[src/rtl/hd_pkg.sv]
// Shared definitions for the handshake transmitter: FSM states and default widths.
package hd_pkg;

    localparam int HD_DATA_WIDTH = 16;
    localparam int HD_LEN_WIDTH  = 16;
    localparam int HD_GAP_WIDTH  = 4;

    typedef enum logic [1:0] {
        IDLE = 2'd0,
        SEND = 2'd1,
        GAP  = 2'd2
    } hd_state_e;

endpackage

[src/rtl/hd_gap_timer.sv]
// Idle-gap down-counter: loaded with N on a handshake, flags expiry in the last of N cycles.
module hd_gap_timer
    import hd_pkg::*;
(
    input  logic                    clk,
    input  logic                    rst_n,
    input  logic                    i_load,
    input  logic [HD_GAP_WIDTH-1:0] i_n,
    output logic                    o_expire
);

    logic [HD_GAP_WIDTH-1:0] r_cnt;

    // Load on request, otherwise count down and rest at zero.
    always_ff @(posedge clk or negedge rst_n) begin
        if (!rst_n) begin
            r_cnt <= {HD_GAP_WIDTH{1'b0}};
        end else if (i_load) begin
            r_cnt <= i_n;
        end else if (r_cnt != {HD_GAP_WIDTH{1'b0}}) begin
            r_cnt <= r_cnt - {{(HD_GAP_WIDTH-1){1'b0}}, 1'b1};
        end else begin
            r_cnt <= r_cnt;
        end
    end

    // A count of one means this is the final idle cycle.
    assign o_expire = (r_cnt == {{(HD_GAP_WIDTH-1){1'b0}}, 1'b1});

endmodule

[src/rtl/hd_tx.sv]
// Ready/valid burst transmitter: emits len beats starting at base, stepping by STEP,
// with an optional idle gap after each accepted beat.
module hd_tx
    import hd_pkg::*;
#(
    parameter int DATA_WIDTH = HD_DATA_WIDTH,
    parameter int LEN_WIDTH  = HD_LEN_WIDTH,
    parameter int STEP       = 1
) (
    input  logic                    clk,
    input  logic                    rst,
    input  logic                    start,
    input  logic [LEN_WIDTH-1:0]    len,
    input  logic [DATA_WIDTH-1:0]   base,
    input  logic [HD_GAP_WIDTH-1:0] gap,
    input  logic                    ready,
    output logic                    valid,
    output logic [DATA_WIDTH-1:0]   data_src,
    output logic                    busy,
    output logic                    done,
    output logic [LEN_WIDTH-1:0]    sent_cnt
);

    localparam logic [DATA_WIDTH-1:0] STEP_V = DATA_WIDTH'(STEP);
    localparam logic [LEN_WIDTH-1:0]  ONE_L  = {{(LEN_WIDTH-1){1'b0}}, 1'b1};

    hd_state_e              r_state;
    hd_state_e              w_next_state;
    logic                   r_valid;
    logic                   r_busy;
    logic                   r_done;
    logic [DATA_WIDTH-1:0]  r_data;
    logic [LEN_WIDTH-1:0]   r_len;
    logic [LEN_WIDTH-1:0]   r_cnt;
    logic                   w_hs;
    logic                   w_last;
    logic                   w_accept;
    logic                   w_zero_start;
    logic                   w_done_nxt;
    logic                   w_gap_load;
    logic                   w_gap_expire;

    assign w_hs         = r_valid & ready;
    assign w_last       = (r_cnt == (r_len - ONE_L));
    assign w_accept     = (r_state == IDLE) & start & (len != {LEN_WIDTH{1'b0}});
    assign w_zero_start = (r_state == IDLE) & start & (len == {LEN_WIDTH{1'b0}});

    hd_gap_timer u_gap_timer (
        .clk      (clk),
        .rst_n    (rst),
        .i_load   (w_gap_load),
        .i_n      (gap),
        .o_expire (w_gap_expire)
    );

    // Next-state decode; gap is only consulted on a non-final handshake.
    always_comb begin
        w_next_state = r_state;
        w_done_nxt   = 1'b0;
        w_gap_load   = 1'b0;
        case (r_state)
            IDLE: begin
                if (w_accept) begin
                    w_next_state = SEND;
                end else if (w_zero_start) begin
                    w_done_nxt = 1'b1;
                end else begin
                    w_next_state = IDLE;
                end
            end
            SEND: begin
                if (w_hs && w_last) begin
                    w_next_state = IDLE;
                    w_done_nxt   = 1'b1;
                end else if (w_hs && (gap != {HD_GAP_WIDTH{1'b0}})) begin
                    w_next_state = GAP;
                    w_gap_load   = 1'b1;
                end else begin
                    w_next_state = SEND;
                end
            end
            GAP: begin
                if (w_gap_expire) begin
                    w_next_state = SEND;
                end else begin
                    w_next_state = GAP;
                end
            end
            default: begin
                w_next_state = IDLE;
            end
        endcase
    end

    // State and status flags, registered from the next-state decode.
    always_ff @(posedge clk or negedge rst) begin
        if (!rst) begin
            r_state <= IDLE;
            r_valid <= 1'b0;
            r_busy  <= 1'b0;
            r_done  <= 1'b0;
        end else begin
            r_state <= w_next_state;
            r_valid <= (w_next_state == SEND);
            r_busy  <= (w_next_state != IDLE);
            r_done  <= w_done_nxt;
        end
    end

    // Burst parameters, payload and beat counter; counter holds after the burst.
    always_ff @(posedge clk or negedge rst) begin
        if (!rst) begin
            r_data <= {DATA_WIDTH{1'b0}};
            r_len  <= {LEN_WIDTH{1'b0}};
            r_cnt  <= {LEN_WIDTH{1'b0}};
        end else if (w_accept) begin
            r_data <= base;
            r_len  <= len;
            r_cnt  <= {LEN_WIDTH{1'b0}};
        end else if (w_zero_start) begin
            r_cnt  <= {LEN_WIDTH{1'b0}};
        end else if (w_hs) begin
            r_data <= r_data + STEP_V;
            r_cnt  <= r_cnt + ONE_L;
        end else begin
            r_data <= r_data;
            r_cnt  <= r_cnt;
        end
    end

    assign valid    = r_valid;
    assign data_src = r_data;
    assign busy     = r_busy;
    assign done     = r_done;
    assign sent_cnt = r_cnt;

endmodule

[config.mk]
export PLATFORM = sky130hd
export DESIGN_NAME = hd_tx
export DESIGN_NICKNAME = d
export VERILOG_FILES = /design/src/rtl/hd_pkg.sv /design/src/rtl/hd_gap_timer.sv /design/src/rtl/hd_tx.sv
export SDC_FILE = /design/constraint.sdc
export NUM_CORES = 1
export LEC_CHECK = 0
export ABC_AREA = 1
export BUFFER_PORTS_ARGS = -buffer_cell sky130_fd_sc_hd__buf_4
export CAP_MARGIN = 20
export CORE_MARGIN = 3
export CORE_UTILIZATION = 50
export CTS_BUF_LIST = sky130_fd_sc_hd__clkbuf_4
export DETAILED_ROUTE_END_ITERATION = 6
export PLACE_DENSITY = 0.81
export SLEW_MARGIN = 20
export SYNTH_ARGS = -nofsm -noshare
export SYNTH_HDL_FRONTEND = slang
export SYNTH_SLANG_ARGS = --single-unit
[constraint.sdc]
create_clock -name clk -period 1.9 [get_ports clk]
set_input_delay 0.095 -clock clk [delete_from_list [all_inputs] [get_ports clk]]
set_output_delay 0.095 -clock clk [all_outputs]
set_load 0.005 [all_outputs]
==> metrics.log, run 1 <==
INFO  metric status = finished, violations left
INFO  metric failing_checks = setup timing
INFO  metric dr.first_iter.drc_count = ~330
INFO  metric reg2regPathDepth = 15
INFO  metric setup_slack = -45.4 ps
INFO  metric fp.dieArea = around 8400 sq um
INFO  metric timing_hold_violations_final = 0
INFO  metric synthCells = 503
INFO  metric rows = 30
INFO  metric pin_count = between 70 and 80
INFO  metric synth_sequential_area_ratio = 0.389
INFO  metric post-place-cells = 681
INFO  metric postSynthAreaPerCell = 7.29 sq um
INFO  metric clk_pin_slew = 90 ps
INFO  metric critPathCaptureType = flop
INFO  metric place.port_buffers = 74
INFO  metric place_worst_setup_slack = -58.9 ps
INFO  metric distinct_cell_type_count_after_synthesis = 35
INFO  metric cts.path.max_buffers = 2
INFO  metric area_of_the_core = 6940 sq um
INFO  metric timing.final.setup_violations = 5
INFO  metric power_switching_share = 0.467
INFO  metric fin_worst_hold_slack = 7.54 ps
INFO  metric total_switching_power = 3.07 mW
INFO  metric cts-htree-levels = 3
INFO  metric dr_total_vias = between 3000 and 4000
INFO  metric clock_latency = 410 ps
INFO  metric cpMostUsedCell = sky130_fd_sc_hd__nand2_2
INFO  metric remaining_drc_errors = 0
INFO  metric worst_slew_pin_slew = 734 ps
INFO  metric hold-path-cell-count = 5
INFO  metric holdCritStartpoint = gap[0]
INFO  metric grt_setup_unrepaired = true
INFO  metric power.share.clock = 0.110
INFO  metric num-fill-cells = 560
INFO  metric postRouteAntennaNets = 0
INFO  metric clk_root_buffer_cell = sky130_fd_sc_hd__clkbuf_4
INFO  metric die_height = 91.6 um
INFO  metric reg2reg_setup_slack = -50 ps
INFO  metric place_hpwl = between 7000 and 8000 um
INFO  metric final_total_power = approximately 6.6 mW
INFO  metric crit_family = simple AND/OR/NAND/NOR gates
INFO  metric relSlewSlack = 0.511
INFO  metric cp_data_required_time = 2220 ps
INFO  metric cts.sink_count = 57
INFO  metric antenna_found_initial = 0
INFO  metric minimum_clock_period = 1950 ps
INFO  metric die_w = slightly above 90 um
INFO  metric synth_fp_nets = roughly 550
INFO  metric fmax = a little over 500 MHz
INFO  metric stdcell_count = between 700 and 800
INFO  metric maximum_number_of_pins_on_one_net_before_global_route_repair = 58
INFO  metric p_r_area_growth_vs_syn = 35.8%
INFO  metric layout_worst_path_cycle_share = 1.02
INFO  metric critical_path_cell_count = 15
INFO  metric number_of_pins_exceeding_their_max_slew_limit_in_the_final_report = 0
INFO  metric layout-drive-gt1-share = 0.258
INFO  metric route.detailed.wl_per_inst = 14.2 um
INFO  metric power_leakage = 2.49 nW
INFO  metric pwr-share-seq = 0.336
INFO  metric groute.usage.overall = 0.248
INFO  metric numCtsBuffers = 9
INFO  metric timing.critical_path.cells = inv_2 -> ha_4 -> nand3_4 -> nor2_4 -> nand2_2 -> nand2_2 -> nor2_2 -> nor2_1 -> nand2_2 -> nor2_4 -> nand2_4 -> nand3_4 -> nand2_1 -> nand2_1 -> inv_1
INFO  metric critical-path-slowest-cell = sky130_fd_sc_hd__dfrtp_1
INFO  metric worst_setup_path_start_kind = flop
INFO  metric slowest_delay = 410 ps
INFO  metric mappedNetlistArea = 3670 sq um
INFO  metric max_cap_viol_count = 0
INFO  metric critPathMaxFanout = 5
INFO  metric worstSetupPathType = reg -> reg
INFO  metric first_pass_grt_wire_length = 16800 um
INFO  metric timing.clock.skew = ~17 ps
INFO  metric initial_core_util = 0.528
INFO  metric synth-seq-cells = between 50 and 60
INFO  metric p_int = roughly 3.5 mW
INFO  metric drt-pass1-iter-count = 6
INFO  metric power.density = roughly 1300 nW/um^2
INFO  metric fin_area = 4980 sq um
INFO  metric finalWeightedCongestion = between 0.9 and 1
INFO  metric timing.rr.end = u_gap_timer.r_cnt[1]
INFO  metric cp_num_buf_inv = 2
INFO  metric comb_power_share = 0.554
INFO  metric dpl-instance-area = 4440 sq um
INFO  metric rr_startpoint = r_len[0]
INFO  metric synthesis.yosys.warnings = 0
INFO  metric grt_remaining_overflow = 0
INFO  metric grt_pass1_vias = around 3700
INFO  metric routed_wirelength = 10400 um
INFO  metric ir_drop = 632 uV
INFO  metric timing.critical_path.arrival = 2260 ps
INFO  metric cts_tree = yes
INFO  metric min-delay-path-class = in -> reg
INFO  metric hold_end = u_gap_timer.r_cnt[0]
INFO  metric count_of_nets_after_finishing = 679
INFO  metric vias_per_cell = 5.32
==> worst min-delay path, cell delays in order <==
cell                      delay [ps]
sky130_fd_sc_hd__buf_4            90
sky130_fd_sc_hd__inv_1            30
sky130_fd_sc_hd__nand4_1          80
sky130_fd_sc_hd__nand2_1          50
sky130_fd_sc_hd__inv_1            40
==> kinds of logic after synthesis <==
logic type	synth area share
xor+xnor	0.0515
simple gates	0.336
fa+ha+maj	0.0205
compound gates	0.123
buf+inv	0.0802
flops	0.389
==> how the worst max path moves through the flow <==
stage | from | end | slack, ps
6_report | r_len[0] | u_gap_timer.r_cnt[1] | -50
5_1_grt | r_len[1] | u_gap_timer.r_cnt[3] | -190
4_1_cts | r_len[1] | u_gap_timer.r_cnt[3] | 10
3_5_place_dp | r_len[0] | u_gap_timer.r_cnt[3] | -60
3_3_place_gp | r_len[1] | u_gap_timer.r_cnt[2] | 30
2_1_floorplan | r_len[0] | u_gap_timer.r_cnt[2] | 100
==> Yosys cell counts <==
cell,instances,share of area
sky130_fd_sc_hd__nor2_4,4,0.012
sky130_fd_sc_hd__nand2_4,1,0.0031
sky130_fd_sc_hd__nor4_1,5,0.0085
sky130_fd_sc_hd__inv_1,59,0.060
sky130_fd_sc_hd__inv_2,6,0.0061
sky130_fd_sc_hd__or2_2,1,0.0017
sky130_fd_sc_hd__xnor2_1,1,0.0024
sky130_fd_sc_hd__buf_2,6,0.0082
sky130_fd_sc_hd__nand4_1,12,0.020
sky130_fd_sc_hd__o21ai_0,42,0.057
sky130_fd_sc_hd__nand3_2,3,0.0082
sky130_fd_sc_hd__a31oi_1,3,0.0051
sky130_fd_sc_hd__nand3b_1,7,0.014
sky130_fd_sc_hd__nand2_1,127,0.13
sky130_fd_sc_hd__nand2_2,8,0.014
sky130_fd_sc_hd__o21bai_1,2,0.0041
sky130_fd_sc_hd__o22ai_1,8,0.014
sky130_fd_sc_hd__clkbuf_1,4,0.0041
sky130_fd_sc_hd__nor4_4,1,0.0058
sky130_fd_sc_hd__ha_1,6,0.020
sky130_fd_sc_hd__xor2_1,18,0.043
sky130_fd_sc_hd__nor3_1,6,0.0082
sky130_fd_sc_hd__o21ai_1,2,0.0027
sky130_fd_sc_hd__clkbuf_2,1,0.0014
sky130_fd_sc_hd__nor2_1,51,0.052
sky130_fd_sc_hd__o41ai_2,1,0.0044
sky130_fd_sc_hd__xnor3_1,1,0.0061
sky130_fd_sc_hd__o211ai_1,1,0.0020
sky130_fd_sc_hd__dfrtp_1,57,0.39
sky130_fd_sc_hd__a21oi_1,23,0.031
sky130_fd_sc_hd__nand3_1,22,0.030
sky130_fd_sc_hd__nand3_4,1,0.0048
sky130_fd_sc_hd__a311oi_1,1,0.0024
sky130_fd_sc_hd__nor3_2,2,0.0055
sky130_fd_sc_hd__nor2_2,10,0.017
==> final cells by class <==
| cell class | instances | area, sq um | share of cell area |
|---|---|---|---|
| timing repair inverter | 2 | 15.0 | 0.00301 |
| clock buffer | 12 | 90.1 | 0.0181 |
| clock inverter | 2 | 7.51 | 0.00151 |
| multi-input combinational | 370 | 2030 | 0.408 |
| tap | 96 | 120 | 0.0241 |
| antenna | 1 | 2.50 | 0.000502 |
| inverter | 65 | 248 | 0.0497 |
| timing repair buffer | 128 | 1040 | 0.208 |
| sequential | 57 | 1430 | 0.287 |
==> cells in the final DEF, fill, tap and decap left out, types with 18 or more instances in the layout <==
cell                            synthesis  final
sky130_fd_sc_hd__a21oi_1               23     23
sky130_fd_sc_hd__buf_4                  0     97
sky130_fd_sc_hd__dfrtp_1               57     56
sky130_fd_sc_hd__dlygate4sd3_1          0     31
sky130_fd_sc_hd__inv_1                 59     57
sky130_fd_sc_hd__nand2_1              127    123
sky130_fd_sc_hd__nand3_1               22     22
sky130_fd_sc_hd__nor2_1                51     48
sky130_fd_sc_hd__o21ai_0               42     42
sky130_fd_sc_hd__xor2_1                18     18
==> power groups by stage <==
stage          Sequential, mW  Clock [mW]  Combinational (mW)
6_report                 2.21       0.726                3.64
3_5_place_dp             2.20           0                3.29
4_1_cts                  2.18       0.722                3.39
5_1_grt                  2.28       0.779                4.07
2_1_floorplan            2.11           0                2.26
3_3_place_gp             2.18           0                3.17
==> metal layers <==
metal / GRT usage / vias to the layer above / part of all wire
met1: 0.342 / 1787 / 0.43
met3: 0.0402 / 24 / 0.079
met4: 0.0804 / 0 / 0.018
met2: 0.399 / 193 / 0.47
met5: 0 / - / 0
li1: - / 1899 / -
==> registers in the layout, indices dropped and copies added, names as in the netlist <==
register	cells
busy	1
data_src	16
done	1
r_len	16
r_state	2
sent_cnt	16
u_gap_timer.r_cnt	4
valid	1
==> metrics by stage <==
step | TNS [ps] | utilization
after global routing | -1280 | 0.717
after CTS | 0 | 0.700
final | -186 | 0.717
after detailed placement | -267 | 0.639
after global placement | 0 | 0.639
after floorplan | 0 | -
==> repair_timing <==
action,CTS,global route
cloned,0,2
hold buffers,31,0
pin swaps,1,8
hold endpoints to repair,87,0
gates resized for setup,3,20
endpoints found under the setup margin,6,33
setup buffers,0,4
Power figures use the tool's default switching activity.
==> inputs of run 2 (changes only) <==
--- a/config.mk
+++ b/config.mk
@@ -12,6 +12,7 @@
 export CORE_UTILIZATION = 50
 export CTS_BUF_LIST = sky130_fd_sc_hd__clkbuf_4
 export DETAILED_ROUTE_END_ITERATION = 6
+export GPL_TIMING_DRIVEN = 0
 export PLACE_DENSITY = 0.81
 export SLEW_MARGIN = 20
 export SYNTH_ARGS = -nofsm -noshare
==> run 2 against run 1 <==
Compared with the run above: the flow now finishes without violations; register-to-register slack better by 60 ps; maximum frequency up 3.2%; combinational power down 1%; clock power down 3%; sequential power about the same; final cell count unchanged; die area unchanged; critical path depth unchanged; sequential share of layout area up 0.17 points; largest cell class unchanged.
==> metrics.log, run 2 (same netlist as run 1, synthesis figures left out) <==
INFO  metric worst_slew_pin_slew = 717 ps (-16.3 ps)
INFO  metric cts.sink_count = 57 (unchanged)
INFO  metric met3WireLength = 694 um (-15%)
INFO  metric minimum_clock_period = 1890 ps (-60.0 ps)
INFO  metric cts-htree-levels = 3 (unchanged)
INFO  metric critPathCaptureType = flop
INFO  metric count_of_nets_after_finishing = 678 (-0.15%)
INFO  metric ir_drop = 867 uV (+37%)
INFO  metric fp.dieArea = 8400 sq um (unchanged)
INFO  metric remaining_drc_errors = 0 (unchanged)
INFO  metric layout_commonest_cell = sky130_fd_sc_hd__nand2_1
INFO  metric groute.usage.overall = 0.242 (-0.00649)
INFO  metric area_of_the_core = 6940 sq um (unchanged)
INFO  metric detail_route.wirelength.met1 = 4270 um (-4.9%)
INFO  metric clk_root_buffer_cell = sky130_fd_sc_hd__clkbuf_4
INFO  metric final_total_power = 6.50 mW (-1.2%)
INFO  metric cp_data_required_time = 2220 ps (about the same)
INFO  metric grt_setup_unrepaired = true
INFO  metric finalWeightedCongestion = 0.878 (-5.3%)
INFO  metric initial_core_util = 0.528 (unchanged)
INFO  metric timing.clock.skew = 15.5 ps (-1.75 ps)
INFO  metric maximum_number_of_pins_on_one_net_before_global_route_repair = 58 (unchanged)
INFO  metric die_w = 91.6 um (unchanged)
INFO  metric holdCritStartpoint = base[15]
INFO  metric hold-path-cell-count = 4 (-1)
INFO  metric dr_total_vias = 3794 (-2.8%)
INFO  metric route.detailed.wl_per_inst = 13.3 um (-6.1%)
INFO  metric ff_latch_area = 1430 sq um (unchanged)
INFO  metric vias_per_cell = 5.18 (-2.8%)
INFO  metric timing.critical_path.arrival = 2210 ps (-50 ps)
INFO  metric cts.path.max_buffers = 2 (unchanged)
INFO  metric footprint_of_the_multi_input_gates = 2030 sq um (-0.31%)
INFO  metric antenna_cells_inserted = 0 (-1)
INFO  metric timing_hold_violations_final = 0 (unchanged)
INFO  metric grt_remaining_overflow = 0 (unchanged)
INFO  metric timing.setup.tns = 0 ps (+186 ps)
INFO  metric antenna_found_initial = 0 (unchanged)
INFO  metric p_r_area_growth_vs_syn = 35.0%
INFO  metric timing.rr.end = u_gap_timer.r_cnt[1]
INFO  metric max_cap_viol_count = 0 (unchanged)
INFO  metric worstSetupPathType = reg -> reg
INFO  metric clk_pin_slew = 90 ps (about the same)
INFO  metric numCtsBuffers = 9 (unchanged)
INFO  metric rr_startpoint = r_len[0]
INFO  metric worst_setup_path_start_kind = flop
INFO  metric hold_end = data_src[15]
INFO  metric met2_length = 4600 um (-6.1%)
INFO  metric power_leakage = 2.46 nW (-1.2%)
INFO  metric place_hpwl = 6920 um (-5.2%)
INFO  metric first_pass_grt_wire_length = 16400 um (-2.7%)
INFO  metric dr.first_iter.drc_count = 157 (-52%)
INFO  metric grt_pass1_vias = 3593 (-2.0%)
INFO  metric layout_worst_path_cycle_share = 0.992 (-0.0316)
INFO  metric pin_count = 75 (unchanged)
INFO  metric final_cell_mix = sky130_fd_sc_hd__nand2_1, sky130_fd_sc_hd__buf_4, sky130_fd_sc_hd__dfrtp_1
INFO  metric route.top_layer_used = met4
INFO  metric clock_latency = 420 ps (about the same)
INFO  metric num-fill-cells = 550 (-1.8%)
INFO  metric critPathMaxFanout = 5 (unchanged)
INFO  metric status = finished clean
INFO  metric fmax = 530 MHz (+3.2%)
INFO  metric routed_wirelength = 9770 um (-6.1%)
INFO  metric die_height = 91.6 um (unchanged)
INFO  metric timing.final.setup_violations = 0 (-5)
INFO  metric min-delay-path-class = in -> reg
INFO  metric layout-drive-gt1-share = 0.246 (-0.0114)
INFO  metric reg2reg_setup_slack = 10 ps (+60 ps)
INFO  metric rows = 30 (unchanged)
INFO  metric cts_tree = yes
INFO  metric number_of_pins_exceeding_their_max_slew_limit_in_the_final_report = 0 (unchanged)
INFO  metric postRouteAntennaNets = 0 (unchanged)
INFO  metric drt-pass1-iter-count = 5 (-1)
INFO  metric reg2regPathDepth = 15 (unchanged)
INFO  metric place.port_buffers = 74 (unchanged)
INFO  metric relSlewSlack = 0.522 (+0.0108)
INFO  metric power.density = 1310 nW/um^2 (-0.59%)
[run 2: cell types whose count changed in the layout (fill, tap and decap cells not counted), moves of 2 or more]
cell | previous run | this run
sky130_fd_sc_hd__nand2_1 | 123 | 120
sky130_fd_sc_hd__clkinv_1 | 2 | 4
sky130_fd_sc_hd__dlygate4sd3_1 | 31 | 36
sky130_fd_sc_hd__buf_2 | 0 | 5
sky130_fd_sc_hd__clkbuf_1 | 0 | 4
sky130_fd_sc_hd__inv_1 | 57 | 54
sky130_fd_sc_hd__buf_4 | 97 | 82
sky130_fd_sc_hd__inv_2 | 7 | 10
sky130_fd_sc_hd__nor4_1 | 2 | 4
sky130_fd_sc_hd__nand2_2 | 10 | 13
sky130_fd_sc_hd__clkinvlp_4 | 3 | 0
sky130_fd_sc_hd__clkinv_2 | 0 | 2
[run 2: timing repair]
item	in CTS	in global routing
gates resized for setup	5	23
buffers inserted	3	5
hold endpoints to repair	92	0
endpoints found under the setup margin	21	26
hold buffers	36	0
pin swaps	2	6
[run 2: final cells by class]
type	instances	share of cell area
Timing Repair Buffer	118	0.197
Inverter	65	0.0503
Clock inverter	6	0.00505
Sequential cell	57	0.288
Tap cell	96	0.0243
Buffer	11	0.0106
Clock buffer	10	0.0152
Multi-Input combinational cell	370	0.409
[run 2: critical path: stages, from the launching register on]
cell and delay (ps):
sky130_fd_sc_hd__dfrtp_1 400, sky130_fd_sc_hd__inv_2 100, sky130_fd_sc_hd__ha_4 170, sky130_fd_sc_hd__nand3_4 110
sky130_fd_sc_hd__nor2_4 150, sky130_fd_sc_hd__nand2_1 70, sky130_fd_sc_hd__nand2_1 70, sky130_fd_sc_hd__nand2_1 60
sky130_fd_sc_hd__nor2_2 100, sky130_fd_sc_hd__nand2_2 70, sky130_fd_sc_hd__nor2_4 150, sky130_fd_sc_hd__nand2_4 90
sky130_fd_sc_hd__nand3_4 110, sky130_fd_sc_hd__nand2_2 60, sky130_fd_sc_hd__nand2_2 60, sky130_fd_sc_hd__inv_2 30
[run 2: where the power goes]
group          switching (mW)  total [mW]  internal [mW]  leakage [nW]
Clock                   0.445       0.707          0.262        0.0601
Sequential              0.515        2.19           1.68         0.720
Combinational            2.06        3.59           1.53          1.68
Total                    3.02        6.50           3.47          2.46
[run 2: metrics by stage]
| stage | instances | hold WS [ps] | setup WS, ps | instance area (sq um) | util |
|---|---|---|---|---|---|
| detailed placement | 673 | 207 | -137 | 4340 | 0.625 |
| global placement | 673 | 196 | -104 | 4340 | 0.625 |
| CTS | 728 | 42.1 | 10.1 | 4840 | 0.697 |
| finish | 733 | 46.6 | 14.7 | 4950 | 0.713 |
| floorplan | 503 | -201 | 97.8 | 3670 | - |
| global route | 733 | 92.4 | -152 | 4950 | 0.713 |
[run 2: worst max path at each step]
| stage | cells after the start | from | to | slack (ps) |
|---|---|---|---|---|
| floorplan | 15 | r_len[0] | u_gap_timer.r_cnt[2] | 100 |
| global route | 15 | r_len[1] | u_gap_timer.r_cnt[3] | -150 |
| global placement | 9 | r_state[0] | data_src[13] | -100 |
| detailed placement | 9 | r_state[0] | data_src[13] | -140 |
| CTS | 15 | r_len[0] | u_gap_timer.r_cnt[3] | 10 |
| finish | 15 | r_len[0] | u_gap_timer.r_cnt[1] | 10 |
[run 2: metal layers]
metal | track usage | up-vias
met2 | 0.382 | 145
li1 | - | 1891
met4 | 0.0804 | 0
met3 | 0.0541 | 18
met1 | 0.328 | 1740
met5 | 0 | -
==> inputs of run 3 (changes only) <==
--- a/config.mk
+++ b/config.mk
@@ -8,11 +8,11 @@
 export ABC_AREA = 1
 export BUFFER_PORTS_ARGS = -buffer_cell sky130_fd_sc_hd__buf_4
 export CAP_MARGIN = 20
-export CORE_MARGIN = 3
 export CORE_UTILIZATION = 50
 export CTS_BUF_LIST = sky130_fd_sc_hd__clkbuf_4
 export DETAILED_ROUTE_END_ITERATION = 6
 export GPL_TIMING_DRIVEN = 0
+export HOLD_SLACK_MARGIN = 0.12
 export PLACE_DENSITY = 0.81
 export SLEW_MARGIN = 20
 export SYNTH_ARGS = -nofsm -noshare
==> run 3 against run 2 <==
Compared with the run above: the run now ends with setup timing left; global-route usage rose by 2.0 points; final cell count grew 1.6%; clock power increased by 2%; final area rose by 2.7%; critical path depth unchanged; sequential share of layout area down 0.67 points; first-iteration DRC count down 3.2%; critical endpoint is now u_gap_timer.r_cnt[3]; largest cell class unchanged.
==> metrics.log, run 3 (same netlist as run 1, synthesis figures left out) <==
INFO  metric timing.critical_path.arrival = 2210 ps (about the same)
INFO  metric antenna_found_initial = 0 (unchanged)
INFO  metric setup_slack = -11.7 ps (-26.3 ps)
INFO  metric holdCritStartpoint = start
INFO  metric worst_setup_path_start_kind = flop
INFO  metric critPathCaptureType = flop
INFO  metric worst_slew_pin_slew = 726 ps (+8.78 ps)
INFO  metric rr_startpoint = r_len[0]
INFO  metric drt-pass1-iter-count = 5 (unchanged)
INFO  metric reg2regPathDepth = 15 (unchanged)
INFO  metric reg2reg_setup_slack = -10 ps (-30 ps)
INFO  metric critPathMaxFanout = 5 (unchanged)
INFO  metric die_height = 87.6 um (-4.4%)
INFO  metric route.detailed.wl_per_inst = 13.2 um (-0.61%)
INFO  metric p_r_area_growth_vs_syn = 38.6%
INFO  metric grt.met3_usage = 0.0622 (+0.00806)
INFO  metric cp_data_required_time = 2190 ps (-30 ps)
INFO  metric first_pass_grt_wire_length = 15400 um (-5.6%)
INFO  metric post-place-cells = 673 (unchanged)
INFO  metric finalWeightedCongestion = 0.894 (+1.8%)
INFO  metric number_of_pins_exceeding_their_max_slew_limit_in_the_final_report = 0 (unchanged)
INFO  metric grt_setup_unrepaired = true
INFO  metric antenna_cells_inserted = 0 (unchanged)
INFO  metric ir_drop = 725 uV (-16%)
INFO  metric failing_checks = setup timing
INFO  metric hold_end = sent_cnt[3]
INFO  metric area_of_the_core = 6940 sq um (unchanged)
INFO  metric postRouteAntennaNets = 0 (unchanged)
INFO  metric layout_worst_path_cycle_share = 1.01 (+0.0139)
INFO  metric max_cap_viol_count = 0 (unchanged)
INFO  metric fp.dieArea = 7680 sq um (-8.5%)
INFO  metric fin_area = 5080 sq um (+2.7%)
INFO  metric grt.busiest_layer = met2
INFO  metric fin_worst_hold_slack = 129 ps (+82.3 ps)
INFO  metric groute.layer.met1.usage = 0.348 (+0.0204)
INFO  metric power.density = 1300 nW/um^2 (-1.1%)
INFO  metric min-delay-path-class = in -> reg
INFO  metric global_route.usage.met2 = 0.415 (+0.0325)
INFO  metric maximum_number_of_pins_on_one_net_before_global_route_repair = 58 (unchanged)
INFO  metric layout_commonest_cell = sky130_fd_sc_hd__nand2_1
INFO  metric hold-path-cell-count = 4 (unchanged)
INFO  metric count_of_nets_after_finishing = 690 (+1.8%)
INFO  metric fmax = 523 MHz (-1.4%)
INFO  metric minimum_clock_period = 1910 ps (+26.3 ps)
INFO  metric worstSetupPathType = reg -> reg
INFO  metric stdcell_count = 745 (+1.6%)
INFO  metric timing.rr.end = u_gap_timer.r_cnt[3]
INFO  metric final_cell_mix = sky130_fd_sc_hd__nand2_1, sky130_fd_sc_hd__buf_4, sky130_fd_sc_hd__inv_1
INFO  metric timing_hold_violations_final = 0 (unchanged)
INFO  metric timing.clock.skew = 12.3 ps (-3.21 ps)
INFO  metric grt_pass1_vias = 3436 (-4.4%)
INFO  metric cts_tree = yes
INFO  metric cts-htree-levels = 3 (unchanged)
INFO  metric routed_wirelength = 9870 um (+1.0%)
INFO  metric place.port_buffers = 74 (unchanged)
INFO  metric numCtsBuffers = 9 (unchanged)
INFO  metric cpMostUsedCell = sky130_fd_sc_hd__nand2_1
INFO  metric cts.path.max_buffers = 2 (unchanged)
INFO  metric critical-path-slowest-cell = sky130_fd_sc_hd__dfrtp_1
INFO  metric rows = 30 (unchanged)
INFO  metric dr.first_iter.drc_count = 152 (-3.2%)
INFO  metric remaining_drc_errors = 0 (unchanged)
INFO  metric pin_count = 75 (unchanged)
INFO  metric timing.setup.tns = -23.1 ps (-23.1 ps)
INFO  metric power_leakage = 2.53 nW (+2.8%)
INFO  metric status = finished, violations left
INFO  metric dr_total_vias = 3877 (+2.2%)
INFO  metric groute.usage.overall = 0.261 (+0.0196)
INFO  metric timing.final.setup_violations = 2 (+2)
INFO  metric num-fill-cells = 533 (-3.1%)
INFO  metric dpl-instance-area = 4340 sq um (unchanged)
INFO  metric cp_num_buf_inv = 1 (-1)
INFO  metric die_w = 87.6 um (-4.4%)
INFO  metric crit_family = simple AND/OR/NAND/NOR gates
INFO  metric grt_remaining_overflow = 0 (unchanged)
INFO  metric timing.critical_path.cells = inv_2 -> ha_4 -> nand3_4 -> nor2_4 -> nand2_1 -> nand2_1 -> nand2_1 -> nor2_1 -> nand2_1 -> nor2_4 -> nand2_4 -> nand2_1 -> nor2_2 -> nand2_1 -> nand2_1
INFO  metric place_hpwl = 6810 um (-1.7%)
INFO  metric relSlewSlack = 0.516 (-0.00585)
INFO  metric utilization = 0.732 (+0.0189)
INFO  metric initial_core_util = 0.528 (unchanged)
INFO  metric clock_latency = 400 ps (-20 ps)
INFO  metric cts.sink_count = 57 (unchanged)
INFO  metric clk_pin_slew = 90 ps (about the same)
INFO  metric layout-drive-gt1-share = 0.267 (+0.0201)
INFO  metric vias_per_cell = 5.20 (+0.54%)
INFO  metric clk_root_buffer_cell = sky130_fd_sc_hd__clkbuf_4
INFO  metric slowest_delay = 400 ps (about the same)
-- run 3: stage by stage --
stage	setup WS, ps	power [mW]
global route	-158	7.16
global placement	-110	5.27
finish	-11.7	6.59
floorplan	97.8	4.37
detailed placement	-173	5.40
CTS	4.35	6.30
-- run 3: tightest hold or removal path: stages --
cell	delay, ps
sky130_fd_sc_hd__buf_4	90
sky130_fd_sc_hd__nand3_4	140
sky130_fd_sc_hd__o21ai_0	110
sky130_fd_sc_hd__a21oi_1	40
-- run 3: area by class of cell --
| cell class | count | area, sq um | share of cell area |
|---|---|---|---|
| timing repair buffer | 130 | 1070 | 0.211 |
| sequential | 57 | 1430 | 0.282 |
| inverter | 65 | 249 | 0.0490 |
| buffer | 11 | 53.8 | 0.0106 |
| clock buffer | 11 | 82.6 | 0.0162 |
| multi-input combinational | 370 | 2050 | 0.404 |
| tap | 96 | 120 | 0.0236 |
| clock inverter | 5 | 22.5 | 0.00443 |
-- run 3: repair_timing --
item                                    in CTS  in global routing
resized for setup                            7                 26
setup buffers                                4                 14
pin swaps                                    2                  4
hold endpoints to repair                    97                  0
endpoints found under the setup margin      21                 30
hold buffers                                38                  0
-- run 3: how the worst max path moves through the flow --
stage                      from  depth (start not counted)  slack [ps]                   end
floorplan              r_len[0]                         15         100  u_gap_timer.r_cnt[2]
global placement     r_state[0]                          9        -110          data_src[13]
detailed placement   r_state[0]                          9        -170          data_src[13]
CTS                 data_src[0]                          8           4          data_src[10]
global route           r_len[0]                         15        -160  u_gap_timer.r_cnt[0]
finish                 r_len[0]                         15         -10  u_gap_timer.r_cnt[3]
-- run 3: power breakdown --
group / switching [mW] / internal, mW / leakage, nW / total (mW)
Sequential: 0.517 / 1.68 / 0.716 / 2.20
Combinational: 2.08 / 1.59 / 1.75 / 3.67
Clock: 0.434 / 0.284 / 0.0655 / 0.718
-- run 3: layer usage --
| metal | vias up | share of wire |
|---|---|---|
| met1 | 1761 | 0.44 |
| li1 | 1922 | - |
| met2 | 172 | 0.47 |
| met4 | 0 | 0.020 |
| met3 | 22 | 0.065 |
| met5 | - | 0 |
